$ cat src/rtl/sorted_lists_table.sv
// ---------------------------------------------------------------------------
// sorted_lists_table
//
// Holds the live 4-entry table, applies single-entry updates and publishes
// whole-table snapshots to the downstream sorting network. Publishes are
// paced so only one snapshot is in flight through the sorter at a time, and
// sorted_vld marks the cycle the sorter's sorted_r holds that snapshot's
// result.
//
// Parameters:
//   SORT_LAT         sorter latency from unsorted_valid to a stable sorted_r;
//                    also the minimum spacing between publishes.
//   AUTO_PUB_CYCLES  idle cycles in DIRTY before an automatic publish.
//
// Compile-time option:
//   SORTED_LISTS_AUTO_PUBLISH_EN  when defined, a dirty table with no
//                    accepted update for AUTO_PUB_CYCLES cycles publishes on
//                    its own. When undefined, a dirty table waits for commit.
//
// Ports:
//   clk   clock, everything is sampled on its rising edge
//   rst   synchronous active-high reset
//   bus   sorted_lists_table_if.slave (update handshake, commit, publish)
// ---------------------------------------------------------------------------
package sorted_lists_table_pkg;
  typedef struct packed {
    logic [7:0] key;
    logic [7:0] payload;
  } entry_t;

  typedef struct packed {
    entry_t [3:0] e;
  } table_state_t;
endpackage

module sorted_lists_table
  import sorted_lists_table_pkg::*;
#(
  parameter int SORT_LAT        = 5,
  parameter int AUTO_PUB_CYCLES = 8
) (
  input  logic                 clk,
  input  logic                 rst,
  sorted_lists_table_if.slave  bus
);

  typedef enum logic [1:0] {
    ST_INIT  = 2'd0,
    ST_IDLE  = 2'd1,
    ST_DIRTY = 2'd2,
    ST_HOLD  = 2'd3
  } state_t;

  localparam int HOLD_W = (SORT_LAT > 1) ? $clog2(SORT_LAT + 1) : 1;
  localparam logic [HOLD_W-1:0] HOLD_LOAD = HOLD_W'(SORT_LAT - 1);

  // -------------------------------------------------------------------------
  // State
  // -------------------------------------------------------------------------
  state_t              state_q, state_d;
  table_state_t        tbl_q, tbl_d;
  logic [3:0]          dirty_q, dirty_d;
  logic                commit_pend_q, commit_pend_d;
  logic [HOLD_W-1:0]   hold_cnt_q, hold_cnt_d;
  logic                unsorted_valid_q, unsorted_valid_d;
  table_state_t        unsorted_q, unsorted_d;
  logic [SORT_LAT-1:0] vld_sr_q, vld_sr_d;

  // -------------------------------------------------------------------------
  // Update path
  // -------------------------------------------------------------------------
  entry_t       upd_entry;
  logic         upd_rdy;
  logic         upd_fire;
  logic [3:0]   upd_mask;
  entry_t [3:0] wt_e;
  table_state_t tbl_wt;
  logic         publish;
  logic         auto_fire;

  assign upd_entry = bus.upd_entry;
  assign upd_rdy   = (state_q != ST_INIT);
  assign upd_fire  = bus.upd_vld & upd_rdy;

  // tbl_wt is the table with this cycle's accepted update merged in. It is
  // both the next table value and the snapshot source, so an update in the
  // same cycle as a publish trigger is included in that publish.
  genvar gi;
  for (gi = 0; gi < 4; gi++) begin : g_slot
    logic hit;
    assign hit          = upd_fire && (bus.upd_idx == 2'(gi));
    assign upd_mask[gi] = hit;
    assign wt_e[gi]     = hit ? upd_entry : tbl_q.e[gi];
  end

  assign tbl_wt.e = wt_e;
  assign tbl_d    = tbl_wt;

  // -------------------------------------------------------------------------
  // Auto-publish timer
  // -------------------------------------------------------------------------
`ifdef SORTED_LISTS_AUTO_PUBLISH_EN
  localparam int IDLE_W = (AUTO_PUB_CYCLES > 1) ? $clog2(AUTO_PUB_CYCLES + 1) : 1;
  localparam logic [IDLE_W-1:0] IDLE_LAST = IDLE_W'(AUTO_PUB_CYCLES - 1);

  logic [IDLE_W-1:0] idle_cnt_q, idle_cnt_d;

  // idle_cnt_q counts completed update-free cycles in DIRTY, so the trigger
  // fires during the AUTO_PUB_CYCLES-th such cycle.
  assign auto_fire = (state_q == ST_DIRTY) && !upd_fire && (idle_cnt_q == IDLE_LAST);
`else
  assign auto_fire = 1'b0;

  // Without auto-publish the timeout parameter has no effect.
  if (AUTO_PUB_CYCLES < 0) begin : g_auto_pub_unused
  end
`endif

  // -------------------------------------------------------------------------
  // Next-state logic
  // -------------------------------------------------------------------------
  always_comb begin
    state_d       = state_q;
    dirty_d       = dirty_q | upd_mask;
    commit_pend_d = commit_pend_q;
    hold_cnt_d    = hold_cnt_q;
    publish       = 1'b0;
`ifdef SORTED_LISTS_AUTO_PUBLISH_EN
    idle_cnt_d    = '0;
`endif

    case (state_q)
      // Push the cleared table once so the sorter pipeline holds defined data.
      ST_INIT: begin
        publish = 1'b1;
      end

      // A commit while clean still republishes.
      ST_IDLE: begin
        if (bus.commit) begin
          publish = 1'b1;
        end else if (upd_fire) begin
          state_d = ST_DIRTY;
        end
      end

      ST_DIRTY: begin
        if (bus.commit || commit_pend_q || auto_fire) begin
          publish = 1'b1;
        end
`ifdef SORTED_LISTS_AUTO_PUBLISH_EN
        else begin
          idle_cnt_d = upd_fire ? '0 : idle_cnt_q + 1'b1;
        end
`endif
      end

      // Triggers during the hold window are folded into commit_pend and
      // served by a single publish when the window closes.
      ST_HOLD: begin
        if (bus.commit) begin
          commit_pend_d = 1'b1;
        end
        if (hold_cnt_q == '0) begin
          if (commit_pend_q || bus.commit) begin
            publish = 1'b1;
          end else if (dirty_d != 4'b0000) begin
            state_d = ST_DIRTY;
          end else begin
            state_d = ST_IDLE;
          end
        end else begin
          hold_cnt_d = hold_cnt_q - 1'b1;
        end
      end

      default: begin
        state_d = ST_INIT;
      end
    endcase

    // Every publish path shares the same bookkeeping; the snapshot already
    // carries any same-cycle update, so nothing stays dirty.
    if (publish) begin
      state_d       = ST_HOLD;
      dirty_d       = 4'b0000;
      commit_pend_d = 1'b0;
      hold_cnt_d    = HOLD_LOAD;
    end
  end

  assign unsorted_valid_d = publish;
  assign unsorted_d       = publish ? tbl_wt : unsorted_q;

  // sorted_vld is the publish strobe delayed by the sorter latency.
  for (gi = 0; gi < SORT_LAT; gi++) begin : g_vld_sr
    if (gi == 0) begin : g_head
      assign vld_sr_d[gi] = unsorted_valid_q;
    end else begin : g_tail
      assign vld_sr_d[gi] = vld_sr_q[gi-1];
    end
  end

  // -------------------------------------------------------------------------
  // Registers
  // -------------------------------------------------------------------------
  always_ff @(posedge clk) begin
    if (rst) begin
      state_q          <= ST_INIT;
      tbl_q            <= '0;
      dirty_q          <= '0;
      commit_pend_q    <= 1'b0;
      hold_cnt_q       <= '0;
      unsorted_valid_q <= 1'b0;
      unsorted_q       <= '0;
      vld_sr_q         <= '0;
`ifdef SORTED_LISTS_AUTO_PUBLISH_EN
      idle_cnt_q       <= '0;
`endif
    end else begin
      state_q          <= state_d;
      tbl_q            <= tbl_d;
      dirty_q          <= dirty_d;
      commit_pend_q    <= commit_pend_d;
      hold_cnt_q       <= hold_cnt_d;
      unsorted_valid_q <= unsorted_valid_d;
      unsorted_q       <= unsorted_d;
      vld_sr_q         <= vld_sr_d;
`ifdef SORTED_LISTS_AUTO_PUBLISH_EN
      idle_cnt_q       <= idle_cnt_d;
`endif
    end
  end

  // -------------------------------------------------------------------------
  // Outputs
  // -------------------------------------------------------------------------
  assign bus.upd_rdy        = upd_rdy;
  assign bus.unsorted_valid = unsorted_valid_q;
  assign bus.unsorted       = unsorted_q;
  assign bus.sorted_vld     = vld_sr_q[SORT_LAT-1];
  assign bus.busy           = (state_q == ST_HOLD);

endmodule
$ cat src/rtl/sorted_lists_table_if.sv
// ---------------------------------------------------------------------------
// sorted_lists_table_if
//
// Bundles the update/commit handshake and the snapshot publish signals of
// sorted_lists_table. Clock and reset are not part of the bundle.
//
// Widths are carried as plain vectors so this file has no package dependency;
// the defaults match $bits(entry_t) and $bits(table_state_t) from
// sorted_lists_table_pkg.
//
//   upd_vld        master -> slave  update request
//   upd_rdy        slave  -> master update accepted when upd_vld & upd_rdy
//   upd_idx        master -> slave  table slot to overwrite
//   upd_entry      master -> slave  new entry for that slot (entry_t)
//   commit         master -> slave  single-cycle publish request
//   unsorted_valid slave  -> master publish strobe
//   unsorted       slave  -> master published snapshot (table_state_t)
//   sorted_vld     slave  -> master sorter result is stable on sorted_r
//   busy           slave  -> master a snapshot is in flight
// ---------------------------------------------------------------------------
interface sorted_lists_table_if #(
  parameter int ENTRY_W = 16,
  parameter int TABLE_W = 64
);
  logic               upd_vld;
  logic               upd_rdy;
  logic [1:0]         upd_idx;
  logic [ENTRY_W-1:0] upd_entry;
  logic               commit;
  logic               unsorted_valid;
  logic [TABLE_W-1:0] unsorted;
  logic               sorted_vld;
  logic               busy;

  modport master (
    output upd_vld, upd_idx, upd_entry, commit,
    input  upd_rdy, unsorted_valid, unsorted, sorted_vld, busy
  );

  modport slave (
    input  upd_vld, upd_idx, upd_entry, commit,
    output upd_rdy, unsorted_valid, unsorted, sorted_vld, busy
  );
endinterface

$ cat src/flat_wrapper.sv
// flat-port wrapper written by rule: the top's interface ports become plain ports
module sorted_lists_table_flat import sorted_lists_table_pkg::*;
#(
  parameter int SORT_LAT        = 5,
  parameter int AUTO_PUB_CYCLES = 8
)
  (clk, rst, bus_upd_vld, bus_upd_idx, bus_upd_entry, bus_commit, bus_upd_rdy, bus_unsorted_valid, bus_unsorted, bus_sorted_vld, bus_busy);
  sorted_lists_table_if bus_i ();
  input  logic clk;
  input  logic rst;
  input wire logic [$bits(bus_i.upd_vld)-1:0] bus_upd_vld;
  input wire logic [$bits(bus_i.upd_idx)-1:0] bus_upd_idx;
  input wire logic [$bits(bus_i.upd_entry)-1:0] bus_upd_entry;
  input wire logic [$bits(bus_i.commit)-1:0] bus_commit;
  output wire logic [$bits(bus_i.upd_rdy)-1:0] bus_upd_rdy;
  output wire logic [$bits(bus_i.unsorted_valid)-1:0] bus_unsorted_valid;
  output wire logic [$bits(bus_i.unsorted)-1:0] bus_unsorted;
  output wire logic [$bits(bus_i.sorted_vld)-1:0] bus_sorted_vld;
  output wire logic [$bits(bus_i.busy)-1:0] bus_busy;
  assign bus_i.upd_vld = bus_upd_vld;
  assign bus_i.upd_idx = bus_upd_idx;
  assign bus_i.upd_entry = bus_upd_entry;
  assign bus_i.commit = bus_commit;
  assign bus_upd_rdy = bus_i.upd_rdy;
  assign bus_unsorted_valid = bus_i.unsorted_valid;
  assign bus_unsorted = bus_i.unsorted;
  assign bus_sorted_vld = bus_i.sorted_vld;
  assign bus_busy = bus_i.busy;
  sorted_lists_table #(.SORT_LAT(SORT_LAT), .AUTO_PUB_CYCLES(AUTO_PUB_CYCLES)) u_core (.clk(clk), .rst(rst), .bus(bus_i));
endmodule
$ cat config.mk
export PLATFORM = sky130hd
export DESIGN_NAME = sorted_lists_table_flat
export DESIGN_NICKNAME = d
export VERILOG_FILES = /design/src/rtl/sorted_lists_table.sv /design/src/rtl/sorted_lists_table_if.sv /design/src/flat_wrapper.sv
export SDC_FILE = /design/constraint.sdc
export NUM_CORES = 1
export LEC_CHECK = 0
export CORE_ASPECT_RATIO = 2
export CORE_UTILIZATION = 47
export DETAILED_ROUTE_END_ITERATION = 10
export PLACE_DENSITY = 0.72
export SYNTH_ARGS = -nofsm -noshare
export SYNTH_HDL_FRONTEND = slang
export SYNTH_SLANG_ARGS = --single-unit
$ cat constraint.sdc
create_clock -name clk -period 1.7 [get_ports clk]
set_clock_uncertainty 0.05 [all_clocks]
set_input_delay 0.17 -clock clk [delete_from_list [all_inputs] [get_ports clk]]
set_output_delay 0.17 -clock clk [all_outputs]
set_load 0.1 [all_outputs]
==> results of run 1 <==
==> state kept, by name, summed over array words and instances, names as in the netlist <==
signal	count
u_core.vld_sr_q	5
u_core.dirty_q	4
u_core.bus.unsorted	64
u_core.hold_cnt_q	3
u_core.commit_pend_q	1
u_core.tbl_q	64
u_core.bus.unsorted_valid	1
u_core.state_q	2
==> final cells by class <==
cell class | instances | area (um^2)
sequential | 144 | 2890
multi-input combinational | 299 | 2410
fill | 592 | 2360
timing repair buffer | 146 | 2310
clock buffer | 19 | 453
clock inverter | 13 | 254
tap | 140 | 175
inverter | 7 | 26.3
==> synthesized netlist by cell type (all sizes together), types with 2 or more instances <==
cell	instances
clkbuf	16
nor4	2
a211oi	66
nor2b	6
nor3	5
inv	7
dfxtp	144
mux2i	65
nor2	131
a21oi	3
o21a	3
nor3b	3
ha	2
buf	23
==> worst reg2reg max path, cell delays in order, from the launching register on <==
cell and delay [ns]:
dfxtp_2 0.33, inv_2 0.08, ha_4 0.14, nand3b_1 0.12, a31oi_4 0.27, buf_12 0.18
buf_12 0.13, clkbuf_16 0.15, nor2_2 0.05, a211oi_2 0.17
==> final timing paths <==
kind | slack (ns) | endpoint
min | 0.17 | u_core.hold_cnt_q[2]
max | -0.04 | u_core.bus.unsorted[29]
max reg2reg | -0.04 | u_core.bus.unsorted[29]
min reg2reg | 0.39 | u_core.vld_sr_q[4]
==> metal layers <==
layer | vias up | wire, um | global-route usage [%]
li1 | 1942 | - | -
met4 | 0 | 998 | 20.2
met1 | 2120 | 5600 | 27.8
met3 | 57 | 610 | 6.89
met2 | 146 | 9050 | 49.4
met5 | - | 0 | 0
==> power by group through the flow <==
stage	Combinational [mW]	Clock [mW]	Sequential (mW)
4_1_cts	2.85	4.45	3.78
3_5_place_dp	2.55	0	3.85
3_3_place_gp	2.51	0	3.84
6_report	2.94	4.44	3.80
2_1_floorplan	0.607	0	4.78
5_1_grt	3.03	4.63	3.81
==> what timing repair did <==
item / 4_1_cts / 5_1_grt
pin swaps: 24 / 24
gates resized for setup: 40 / 50
endpoints found under the setup margin: 71 / 72
gates cloned: 6 / 2
buffers inserted: 18 / 8
==> per-stage QoR <==
step	area [um^2]	hold WS (ns)	setup WS (ns)	TNS (ns)
2_1_floorplan	5280	0.284	-0.00611	-0.0280
4_1_cts	8300	0.134	0.000852	0
3_3_place_gp	7110	0.372	-0.136	-7.02
5_1_grt	8520	0.186	-0.111	-1.68
6_report	8520	0.173	-0.0437	-0.0819
3_5_place_dp	7110	0.382	-0.234	-9.92
==> cell families after synthesis <==
group | Yosys count | share of synthesized area (%)
AO/OA/AOI/OAI | 76 | 14.2
XOR/XNOR | 1 | 0.167
adder cells (fa/ha/maj) | 2 | 0.476
buffers and inverters | 46 | 5.29
flip-flops | 144 | 54.9
multiplexers | 65 | 12.4
AND/OR/NAND/NOR | 155 | 12.6
==> summary.txt, run 1 <==
Synth
  – Synth Register Bits: ~140
  – Post-Syn Nets: 513
  – Netlist cell types: 33
  – Post-synthesis async set-or-reset flop share: 0%
  – Synth area leader: dfxtp_1
  – Synth warn: 0
  – Post-synthesis instance total: 489
  – Synth Area per Inst: between 10 and 15 um^2
  – Predominant post-synthesis flop cell: dfxtp_1
  – Synth top area share: 54.9%
  – Top post-synthesis cells by area: dfxtp_1, mux2i_1, nor2_1
  – Sequential share of the synthesized area: a little over half
  – Number of synthesized flops with an enable pin: 0
  – Synthesized area: between 5000 and 6000 um^2

Power and ir drop
  – PD cells: 1310 nW/um^2
  – Total design power: 11.2 mW
  – P_sw: 3.46 mW
  – Clock share of power: 39.7%
  – Combinational power share: a little over a quarter
  – Int Power: 7.71 mW
  – VDD IR max: roughly 1400 uV
  – Net Sw Frac: around 31%
  – Reg power frac: 34.0%
  – Leakage: 3.32 nW

Layout
  – Number of diodes: 0
  – Commonest non-fill, non-tap cell in the layout: dfxtp_1
  – Commonest cells after routing, fill and taps aside: dfxtp_1, nor2_1, buf_12
  – Non-filler cells, final: 768
  – Final Util: between 70% and 80%
  – Layout cells sized above 1: 41.2%
  – # nets final: roughly 640
  – Area grow syn2layout: 62.1%

Drt
  – DRC viols: 0
  – DRT iter0 DRCs: between 200 and 250
  – DR pass1 iterations: 5
  – WL/cell: 21.2 um
  – DR vias/cell: 5.55
  – Total wire length: between 15000 and 20000 um
  – ANT nets after route: 0
  – Vias: between 4000 and 5000

Outcome
  – Outcome: complete, but fails checks
  – Failing checks: negative setup slack

Timing
  – Max Fclk: 0.573 GHz
  – Final min period: 1.74 ns
  – RSZ-0062 raised after global routing: true
  – Fin crit share: 103%
  – Max Transition Viols Final: 0
  – Hold Vio Cnt, Final: 0
  – Worst-Margin Slew: 0.540 ns
  – Setup WS post-layout: -0.0437 ns
  – Final setup violating endpoints: 6
  – Slew headroom: 64.0%

Global routing
  – Initial antenna violation count: 0
  – Number of global-route vias before repair: 4468
  – Global-route usage over all layers: 27.7%
  – Total grt overflow: 0
  – First-pass GRT wire length: 24000 um
  – Pin count of the biggest net entering global routing: 43

Die
  – Initial Util: approximately half
  – Boundary pin count: 90
  – Placement Rows: 54
  – Die W: 76.8 um
  – DIE HEIGHT: 152 um
  – Core Area: 10900 um^2
  – Die area: 11600 um^2

Critical path
  – CP delay by family, top: buffers and inverters
  – Setup crit start kind: flip-flop
  – CP dominant cell by count: buf_12
  – Crit. Startpoint: u_core.hold_cnt_q[1]
  – Critical path type: reg -> reg
  – Crit path buf inv count: 4
  – Worst R2R Start: u_core.hold_cnt_q[1]
  – Max incr delay on CP: between 0.3 and 0.4 ns
  – WP data arrival: 2.02 ns
  – CP Cell Sequence: inv_2 > ha_4 > nand3b_1 > a31oi_4 > buf_12 > buf_12 > clkbuf_16 > nor2_2 > a211oi_2
  – Crit path max fanout: 6
  – WP depth: 9
  – CP endpoint kind: flip-flop
  – Crit-path slowest cell: dfxtp_2
  – R2R depth: 9
  – Worst EP required: between 1.5 and 2 ns

Clock tree
  – CTS clk-pin slew, worst paths: roughly 0.060 ns
  – CTS sink cnt: 144
  – CTS tree: built
  – Clk root buf: clkbuf_16
  – CTS HTree Levels: 4
  – Worst-Skew Late Latency: between 0.4 and 0.5 ns
  – Cts bufs inserted: 17
  – CTS Hold Bufs: 0
  – Clock buffer depth: 2

Placement
  – Dpl hpwl: just under 9000 um
  – GPL Wtd Cong: 0.758
  – Port buffer count: 89
  – DP Cell Count: 707

Job
  – Max Cap Viol: 0

Hold path
  – Worst hold path depth: 2
  – HP Class: in -> reg
  – Hold Crit Start: rst
Power figures use the tool's default switching activity.
==> run 2: changes to the inputs <==
--- a/config.mk
+++ b/config.mk
@@ -9,6 +9,7 @@
 export CORE_UTILIZATION = 47
 export DETAILED_ROUTE_END_ITERATION = 10
 export PLACE_DENSITY = 0.72
+export REMOVE_ABC_BUFFERS = 1
 export SYNTH_ARGS = -nofsm -noshare
 export SYNTH_HDL_FRONTEND = slang
 export SYNTH_SLANG_ARGS = --single-unit
==> run 2 against run 1 <==
The flow still finishes with violations (negative setup slack); largest power group unchanged; register-to-register slack barely moved; final area shrank 5.8%; power down 4.6%; combinational power fell by 7.8%; hold slack got worse by 0.0015 ns; clock power is 5.6% lower; count of clock-buffer cells in the layout is 1 higher; core utilization decreased by 4.5 points; die area did not move; critical path type unchanged; highest routed layer unchanged.
==> summary.txt, run 2 (synthesis results as in run 1) <==
Timing
  – Max Fclk: 0.571 GHz
  – Setup WS post-layout: -0.0521 ns
  – Slew headroom: 61.4%
  – Final setup violating endpoints: 33
  – Fin crit share: 103%
  – Max Transition Viols Final: 0
  – Hold Vio Cnt, Final: 0
  – Worst-Margin Slew: approximately 0.58 ns
  – RSZ-0062 raised after global routing: true
  – Final min period: 1.75 ns

Critical path
  – Crit path buf inv count: 3
  – Critical path type: reg -> reg
  – Max incr delay on CP: 0.34 ns
  – Worst R2R End: u_core.bus.unsorted[45]
  – CP endpoint kind: flip-flop
  – Worst R2R Start: u_core.hold_cnt_q[1]
  – Crit path max fanout: 18
  – Crit-path slowest cell: a31oi_4
  – CP dominant cell by count: buf_12
  – CP Cell Sequence: inv_2 > ha_4 > nand3b_1 > a31oi_4 > buf_12 > buf_12 > nor2_1 > a211oi_2
  – WP data arrival: about 2 ns
  – CP delay by family, top: compound AO/OA/AOI/OAI gates
  – Worst EP required: between 1.5 and 2 ns
  – R2R Setup Slk: -0.05 ns
  – Setup crit start kind: flip-flop
  – R2R depth: 8

Global routing
  – Pin count of the biggest net entering global routing: 46
  – Global-route usage over all layers: 22.5%
  – Initial antenna violation count: 0
  – Number of global-route vias before repair: 3970
  – First-pass GRT wire length: 19900 um
  – Total grt overflow: 0

Layout
  – # nets final: 634
  – Number of diodes: 0
  – Commonest non-fill, non-tap cell in the layout: dfxtp_1
  – Final Util: approximately 74%
  – Layout cells sized above 1: 36.7%
  – FILL cells: between 600 and 700
  – Commonest cells after routing, fill and taps aside: dfxtp_1, nor2_1, buf_12
  – Final instance area: 8020 um^2
  – Area grow syn2layout: 52.7%

Drt
  – DR pass1 iterations: 5
  – ANT nets after route: 0
  – DRT iter0 DRCs: approximately 200
  – Total wire length: between 10000 and 15000 um
  – DR vias/cell: 5.34
  – WL/cell: between 15 and 20 um
  – DRC viols: 0
  – Vias: 4066

Die
  – Placement Rows: 54
  – Die area: 11600 um^2
  – Initial Util: 48.3%
  – DIE HEIGHT: between 150 and 200 um
  – Die W: approximately 77 um
  – Boundary pin count: 90
  – Core Area: 10900 um^2

Clock tree
  – Cts bufs inserted: 17
  – Clock buffer depth: 2
  – Worst-Skew Late Latency: slightly above 0.4 ns
  – CTS sink cnt: 144
  – CTS tree: built
  – Clk root buf: clkbuf_16
  – CTS HTree Levels: 4
  – CTS clk-pin slew, worst paths: 0.06 ns

Power and ir drop
  – Reg power frac: a little over a third
  – VDD IR max: 1040 uV
  – Int Power: ~7.4 mW
  – P_sw: 3.24 mW
  – Net Sw Frac: 30.4%
  – Leakage: 3.20 nW
  – Clock share of power: between 30% and 40%
  – PD cells: between 1000 and 1500 nW/um^2
  – Combinational power share: 25.4%

Hold path
  – Worst hold path depth: 2
  – Hold endpoint: u_core.tbl_q[57]
  – HP Class: in -> reg
  – Hold Crit Start: rst

Placement
  – GPL Wtd Cong: roughly 0.75
  – Dpl hpwl: 8180 um
  – Area after DPL: a little under 7000 um^2
  – Port buffer count: 89

Outcome
  – Outcome: complete, but fails checks
  – Failing checks: negative setup slack

Job
  – Max Cap Viol: 0
[run 2: cell types whose count changed in the layout (fill, tap and decap cells not counted), sizes merged]
cell      before  now
clkinvlp       1    0
bufinv         7    6
clkbuf        21   25
clkinv         2    5
inv           10    7
buf          124  116
[run 2: worst max path at each step]
| stage | startpoint | to | slack (ns) | depth (start not counted) |
|---|---|---|---|---|
| after floorplan | u_core.hold_cnt_q[0] | u_core.dirty_q[0] | -1.61 | 6 |
| after global placement | bus_upd_idx[1] | u_core.bus.unsorted[34] | -0.16 | 5 |
| after detailed placement | bus_upd_idx[0] | u_core.bus.unsorted[30] | -0.24 | 5 |
| after CTS | u_core.hold_cnt_q[1] | u_core.bus.unsorted[17] | 0.0004 | 9 |
| after global routing | u_core.hold_cnt_q[1] | u_core.bus.unsorted[44] | -0.11 | 8 |
| final | u_core.hold_cnt_q[1] | u_core.bus.unsorted[45] | -0.05 | 8 |
[run 2: power groups by stage]
stage	logic (mW)	registers (mW)	clock network (mW)
after floorplan	0.524	4.78	0
after global placement	2.41	3.81	0
after detailed placement	2.45	3.82	0
after CTS	2.51	3.75	4.25
after global routing	2.80	3.77	4.39
final	2.71	3.76	4.19
[run 2: metrics by stage]
step,hold slack [ns],TNS (ns),setup slack [ns],power [mW],std cells
finish,0.171,-0.795,-0.0521,10.7,762
global route,0.199,-3.39,-0.112,11.0,762
CTS,0.158,0,0.000422,10.5,742
detailed placement,0.375,-12.99,-0.243,6.27,707
global placement,0.370,-8.10,-0.156,6.22,707
floorplan,0.185,-144.41,-1.61,5.31,450
[run 2: layer usage]
metal | wire length (um) | vias to the layer above | track usage (%)
met3 | 452 | 27 | 5.93
met4 | 328 | 0 | 10.1
met1 | 5010 | 2000 | 21.7
met2 | 7900 | 112 | 43.8
met5 | 0 | - | 0
li1 | - | 1927 | -
[run 2: area by class of cell]
cell class	count	area [um^2]	share of cell area, %
inverter	7	26.3	0.328
clock inverter	11	209	2.60
timing repair buffer	141	1990	24.8
clock buffer	20	467	5.82
tap	140	175	2.18
sequential	144	2890	36.0
multi-input combinational	299	2270	28.3
[run 2: worst register-to-register path, delay by kind of cell (launching register included)]
family	cells	cell delay (ns)
AO/OA/AOI/OAI	2	0.54
adder cells (fa/ha/maj)	1	0.13
buffers and inverters	3	0.43
flip-flops	1	0.32
AND/OR/NAND/NOR	2	0.20
[run 2: what timing repair did]
action / 4_1_cts / 5_1_grt
hold buffers: 0 / 0
pin swaps: 5 / 46
setup buffers: 3 / 15
resized for setup: 12 / 42
gates cloned: 1 / 6
setup endpoints to repair: 54 / 70
